## config.mk

```make
export PLATFORM = sky130hd
export DESIGN_NAME = alu_arbiter
export DESIGN_NICKNAME = d
export VERILOG_FILES = /design/src/rtl/alu_pkg.sv /design/src/rtl/alu_arb_grant.sv /design/src/rtl/alu_arbiter.sv
export SDC_FILE = /design/constraint.sdc
export NUM_CORES = 1
export LEC_CHECK = 0
export BUFFER_PORTS_ARGS = -buffer_cell sky130_fd_sc_hd__buf_2
export CAP_MARGIN = 20
export CORE_MARGIN = 4
export CORE_UTILIZATION = 25
export DETAILED_ROUTE_END_ITERATION = 10
export SLEW_MARGIN = 20
export SYNTH_ARGS = -nofsm -noshare
export SYNTH_HDL_FRONTEND = slang
export SYNTH_SLANG_ARGS = --single-unit
```

## constraint.sdc

```tcl
create_clock -name clk -period 4.9 [get_ports clk]
set_input_delay 0.98 -clock clk [delete_from_list [all_inputs] [get_ports clk]]
set_output_delay 0.98 -clock clk [all_outputs]
set_load 0.01 [all_outputs]
```

## src/rtl/alu_pkg.sv

```systemverilog
// rtl/alu_pkg.sv - shared opcode, flag and state definitions for the ALU arbiter
// Contents: ALU opcode localparams, response flag bit indices, arbiter FSM state encoding.
package alu_pkg;

    localparam logic [4:0] ALU_MOV = 5'h00;
    localparam logic [4:0] ALU_ADD = 5'h01;
    localparam logic [4:0] ALU_SUB = 5'h02;
    localparam logic [4:0] ALU_ADC = 5'h03;
    localparam logic [4:0] ALU_SBC = 5'h04;
    localparam logic [4:0] ALU_AND = 5'h05;
    localparam logic [4:0] ALU_OR  = 5'h06;
    localparam logic [4:0] ALU_XOR = 5'h07;
    localparam logic [4:0] ALU_NOT = 5'h08;
    localparam logic [4:0] ALU_SHL = 5'h09;
    localparam logic [4:0] ALU_SHR = 5'h0A;
    localparam logic [4:0] ALU_ROL = 5'h0B;
    localparam logic [4:0] ALU_ROR = 5'h0C;
    localparam logic [4:0] ALU_INC = 5'h0D;
    localparam logic [4:0] ALU_CMP = 5'h0E;
    localparam logic [4:0] ALU_SEX = 5'h0F;

    // Response flags are packed {SIGN, CARRY, ZERO, PARITY}
    localparam int FLAGW       = 4;
    localparam int FLAG_SIGN   = 3;
    localparam int FLAG_CARRY  = 2;
    localparam int FLAG_ZERO   = 1;
    localparam int FLAG_PARITY = 0;

    typedef enum logic [1:0] {
        IDLE = 2'd0,
        EXEC = 2'd1,
        DONE = 2'd2
    } state_t;

endpackage

```

## src/rtl/alu_arb_grant.sv

```systemverilog
// rtl/alu_arb_grant.sv - two-way request grant, fixed priority or round-robin
// Build option: ALU_ARB_RR_EN defined selects round-robin, otherwise requester 0 wins ties.
// Ports:
//   clk, rst_n   clock / async active-low reset (round-robin build only)
//   req_valid    per-requester request
//   enable       arbiter may grant this cycle (owner FSM idle)
//   grant        one-hot grant, zero when nothing is granted
module alu_arb_grant (
`ifdef ALU_ARB_RR_EN
    input  logic       clk,
    input  logic       rst_n,
`endif
    input  logic [1:0] req_valid,
    input  logic       enable,
    output logic [1:0] grant
);

`ifdef ALU_ARB_RR_EN
    // Requester granted most recently; resets to 1 so requester 0 wins the first tie
    logic last_grant;

    always_comb begin
        grant = 2'b00;
        if (enable) begin
            if (req_valid == 2'b11)
                grant = last_grant ? 2'b01 : 2'b10;
            else
                grant = req_valid;
        end
    end

    always_ff @(posedge clk or negedge rst_n) begin
        if (!rst_n)
            last_grant <= 1'b1;
        else if (|grant)
            last_grant <= grant[1];
    end
`else
    always_comb begin
        grant = 2'b00;
        if (enable) begin
            grant[0] = req_valid[0];
            grant[1] = req_valid[1] & ~req_valid[0];
        end
    end
`endif

endmodule

```

## src/rtl/alu_arbiter.sv

```systemverilog
// rtl/alu_arbiter.sv - shares one combinational ALU between two requesters
// Build option: ALU_ARB_RR_EN (round-robin arbitration; default fixed priority to requester 0).
// Ports:
//   clk, rst_n                          clock, async active-low reset
//   req_valid/opcode/a/b[i], req_ready  per-requester request channel (i = 0,1)
//   rsp_valid[i], rsp_ack[i]            per-requester response handshake
//   rsp_result, rsp_flags, rsp_err      shared registered response payload
//   alu_opcode, alu_arga, alu_argb      registered drive to external ALU
//   alu_result, alu_sign/carry/zero/parity  ALU outputs
//   busy                                FSM not idle
module alu_arbiter
    import alu_pkg::*;
#(
    parameter int WIDTH = 16,
    parameter int OPW   = 5
) (
    input  logic                  clk,
    input  logic                  rst_n,
    input  logic [1:0]            req_valid,
    input  logic [1:0][OPW-1:0]   req_opcode,
    input  logic [1:0][WIDTH-1:0] req_a,
    input  logic [1:0][WIDTH-1:0] req_b,
    output logic [1:0]            req_ready,
    output logic [1:0]            rsp_valid,
    input  logic [1:0]            rsp_ack,
    output logic [WIDTH-1:0]      rsp_result,
    output logic [FLAGW-1:0]      rsp_flags,
    output logic                  rsp_err,
    output logic [OPW-1:0]        alu_opcode,
    output logic [WIDTH-1:0]      alu_arga,
    output logic [WIDTH-1:0]      alu_argb,
    input  logic [WIDTH-1:0]      alu_result,
    input  logic                  alu_sign,
    input  logic                  alu_carry,
    input  logic                  alu_zero,
    input  logic                  alu_parity,
    output logic                  busy
);

    state_t           state;
    logic             owner;
    logic             err;
    logic [1:0]       grant;
    logic [OPW-1:0]   op_sel;
    logic [WIDTH-1:0] a_sel;
    logic [WIDTH-1:0] b_sel;
    logic [FLAGW-1:0] alu_flags;

    alu_arb_grant u_grant (
`ifdef ALU_ARB_RR_EN
        .clk       (clk),
        .rst_n     (rst_n),
`endif
        .req_valid (req_valid),
        .enable    (state == IDLE),
        .grant     (grant)
    );

    assign req_ready = grant;
    assign busy      = (state != IDLE);

    // Payload of whichever requester holds the grant this cycle
    assign op_sel = grant[1] ? req_opcode[1] : req_opcode[0];
    assign a_sel  = grant[1] ? req_a[1]      : req_a[0];
    assign b_sel  = grant[1] ? req_b[1]      : req_b[0];

    always_comb begin
        alu_flags              = '0;
        alu_flags[FLAG_SIGN]   = alu_sign;
        alu_flags[FLAG_CARRY]  = alu_carry;
        alu_flags[FLAG_ZERO]   = alu_zero;
        alu_flags[FLAG_PARITY] = alu_parity;
    end

    always_ff @(posedge clk or negedge rst_n) begin
        if (!rst_n) begin
            state      <= IDLE;
            owner      <= 1'b0;
            err        <= 1'b0;
            alu_opcode <= '0;
            alu_arga   <= '0;
            alu_argb   <= '0;
            rsp_valid  <= 2'b00;
            rsp_result <= '0;
            rsp_flags  <= '0;
            rsp_err    <= 1'b0;
        end else begin
            case (state)
                IDLE: begin
                    if (|grant) begin
                        // Illegal opcodes never reach the ALU; it sees a MOV instead
                        alu_opcode <= op_sel[OPW-1] ? '0 : op_sel;
                        alu_arga   <= a_sel;
                        alu_argb   <= b_sel;
                        err        <= op_sel[OPW-1];
                        owner      <= grant[1];
                        state      <= EXEC;
                    end
                end
                EXEC: begin
                    rsp_result <= err ? '0 : alu_result;
                    rsp_flags  <= err ? '0 : alu_flags;
                    rsp_err    <= err;
                    rsp_valid  <= owner ? 2'b10 : 2'b01;
                    state      <= DONE;
                end
                DONE: begin
                    if (rsp_ack[owner]) begin
                        rsp_valid <= 2'b00;
                        state     <= IDLE;
                    end
                end
                default: state <= IDLE;
            endcase
        end
    end

endmodule

```

==> metrics.md <==
| Metric | Value |
|---|---|
| Later-pin clock latency in the skew report | `0.32 ns` |
| Worst Setup Path Type | `input port to output pin` |
| I/O Pins | `163` |
| Share of cells above drive strength 1 | `52.7%` |
| Die width | `~120 um` |
| GRT Util Overall | `11.0%` |
| Seq/Total Area, Yosys | `53.3%` |
| IO Port Bufs | `161` |
| Post-synthesis cell type count | `29` |
| Ys flop type | `dfrtp_1` |
| RSZ-0062 raised after global routing | `false` |
| Ys async rst share | `100%` |
| First-pass GRT wire length | `about 12000 um` |
| Crit path capture type | `output pin` |
| Mapped cell area | `0.00296 mm^2` |
| Crit-path cells | `buf_2 -> nor4b_4 -> buf_2` |
| Outcome | `finished clean` |
| Total iterations of the first detailed-routing run | `4` |
| Worst Hold Class | `register to register` |
| CTS-repair resized insts | `0` |
| PwrDens | `approximately 600 mW/mm^2` |
| Vias in the first global route | `2332` |
| Worst-Margin Slew | `between 0.8 and 0.9 ns` |
| Min Tclk post-route | `2.57 ns` |
| Vias per inst | `4.30` |
| Worst Clk Skew | `between 0.006 and 0.007 ns` |
| Leading cell type in the layout, fill and taps excluded | `buf_2` |
| Largest net degree at the start of global routing | `64` |
| Syn nets | `342` |
| Total gr overflow | `0` |
| Crit path DAT | `about 1.6 ns` |
| Place WS | `about 2.2 ns` |
| DRC Markers | `0` |
| Element type at the critical path start | `input port` |
| Antenna diode count | `0` |
| Synth Register Bits | `63` |
| MaxCap Viol Count | `0` |
| Most used cell, CP | `buf_2` |
| Clock Path Buffers | `2` |
| Design Power | `2.42 mW` |
| Starting Density | `about a quarter` |
| Final hold viol count | `0` |
| Most area-consuming cells after synthesis | `dfrtp_1 53%, mux2_2 13%, mux2_1 12%` |
| Mean post-synth cell area | `12.2 um^2` |
| Final TNS setup | `0 ns` |
| Fin worst setup slack | `2.33 ns` |
| Max stage delay cell, worst path | `nor4b_4` |
| Die Y | `117 um` |
| Clk pin slew, worst setup/hold paths | `0.05 ns` |
| # setup viols final | `0` |
| Relative slew slack | `a little over two fifths` |
| Nets | `501` |
| Initial antenna violation count | `0` |
| Area grow syn2layout | `40.2%` |
| FMAX | `0.389 GHz` |
| WL/cell | `13.9 um` |
| DRT iter0 DRCs | `71` |
| GPL Wtd Cong | `0.707` |
| Mapped Cells | `242` |
| Leakage | `2.03 nW` |
| Post-synth EDFFs | `0` |
| Largest area contributor in the netlist | `dfrtp_1` |
| Post-layout util | `36.0%` |
| Worst vdd ir | `0.152 mV` |
| CP max FO | `5` |
| Family with the most delay on the worst path | `buffers and inverters` |
| Num CTS Buffers | `9` |
| Most frequent cells in the layout | `161 x buf_2, 63 x dfrtp_1, 33 x mux2_2` |
| CTS root buf | `clkbuf_16` |
| # clock sinks | `63` |
| Top-area cell type share of the netlist area | `53.3%` |
| Vias | `2354` |
| Bufs and invs on worst path | `2` |
| CTS tree | `yes` |
| Die Area | `0.0136 mm^2` |
| Final Max Tran Viols | `0` |
| Req. time, crit path | `3.92 ns` |
| Slowest cell delay on critical path | `0.29 ns` |
| Final ANT Viol Nets | `0` |
| Final worst path period share | `52.5%` |
| Number of synthesis warnings | `0` |
| Setup repair bufs after CTS | `0` |
| CORE AREA | `0.0115 mm^2` |
| H-Tree Depth | `3` |
| Placement Rows | `39` |
| Hpwl dp | `5580 um` |
| WL final | `7630 um` |
| Post-CTS Hold Buffers | `0` |
-- worst min-delay path, cell delays in order, from the launching register on --
cell and delay, ns:
dfrtp_1 0.34, nand2_1 0.05, o21ai_1 0.06
-- metal layers --
layer	track usage [%]	share of wire [%]
met1	13.5	42
met2	18.1	50
met3	3.29	6.8
met4	4.36	1.4
met5	0	0
-- power breakdown --
part | total, mW | internal, mW | switching, mW | leakage [nW]
combinational | 0.947 | 0.478 | 0.469 | 1.13
clock | 0.572 | 0.363 | 0.209 | 0.132
sequential | 0.900 | 0.749 | 0.151 | 0.777
total | 2.42 | 1.59 | 0.828 | 2.03
-- per-stage QoR --
step	hold slack, ns	instances	cell area [um^2]
after global placement	0.463	533	3880
after global routing	0.506	547	4150
after detailed placement	0.469	533	3880
final	0.479	547	4150
after CTS	0.482	547	4150
after floorplan	0.522	242	2960
-- registers in the layout, summed over array words and instances (netlist names) --
name / cells
alu_arga: 16
alu_argb: 16
alu_opcode: 4
err: 1
owner: 1
rsp_err: 1
rsp_flags: 4
rsp_result: 16
rsp_valid: 2
state: 2
-- Yosys cell counts, drive strengths merged (2+ instances only) --
master,instances
a21oi,3
buf,9
clkbuf,7
dfrtp,63
inv,4
mux2,65
mux2i,4
nand2,24
nand2b,22
nand3b,3
nor2b,2
o21ai,22
o2bb2ai,4
-- layout make-up --
| type | instances | area [um^2] |
|---|---|---|
| tap | 143 | 179 |
| clock inverter | 1 | 5.00 |
| fill | 1154 | 7370 |
| multi-input combinational | 159 | 1280 |
| sequential | 63 | 1580 |
| inverter | 4 | 15.0 |
| timing repair buffer | 164 | 828 |
| clock buffer | 13 | 260 |
-- cell families (layout without fill, tap and decap cells) --
family	after synthesis	in the layout	share of synthesized area [%]
other	1	1	0.127
flip-flops	63	63	53.3
multiplexers	69	69	26.1
buffers and inverters	20	182	3.64
AO/OA/AOI/OAI	32	32	6.35
AND/OR/NAND/NOR	57	57	10.5
-- worst paths after layout --
kind / slack (ns) / depth (start not counted) / end / start
worst max-delay path: 2.33 / 3 / req_ready[1] / req_valid[0]
worst max register to register: 2.84 / 4 / alu_argb[0]$_DFFE_PN0P_ / state[0]$_DFFE_PN0P_
worst min register to register: 0.48 / 2 / rsp_result[14]$_DFFE_PN0P_ / rsp_result[14]$_DFFE_PN0P_
worst min-delay path: 0.48 / 2 / rsp_result[14]$_DFFE_PN0P_ / rsp_result[14]$_DFFE_PN0P_
min in group asynchronous: 0.83 / 2 / rsp_result[10]$_DFFE_PN0P_ / rst_n
max in group asynchronous: 3.52 / 2 / alu_arga[12]$_DFFE_PN0P_ / rst_n
No activity file was read; power rests on OpenSTA's default activity.
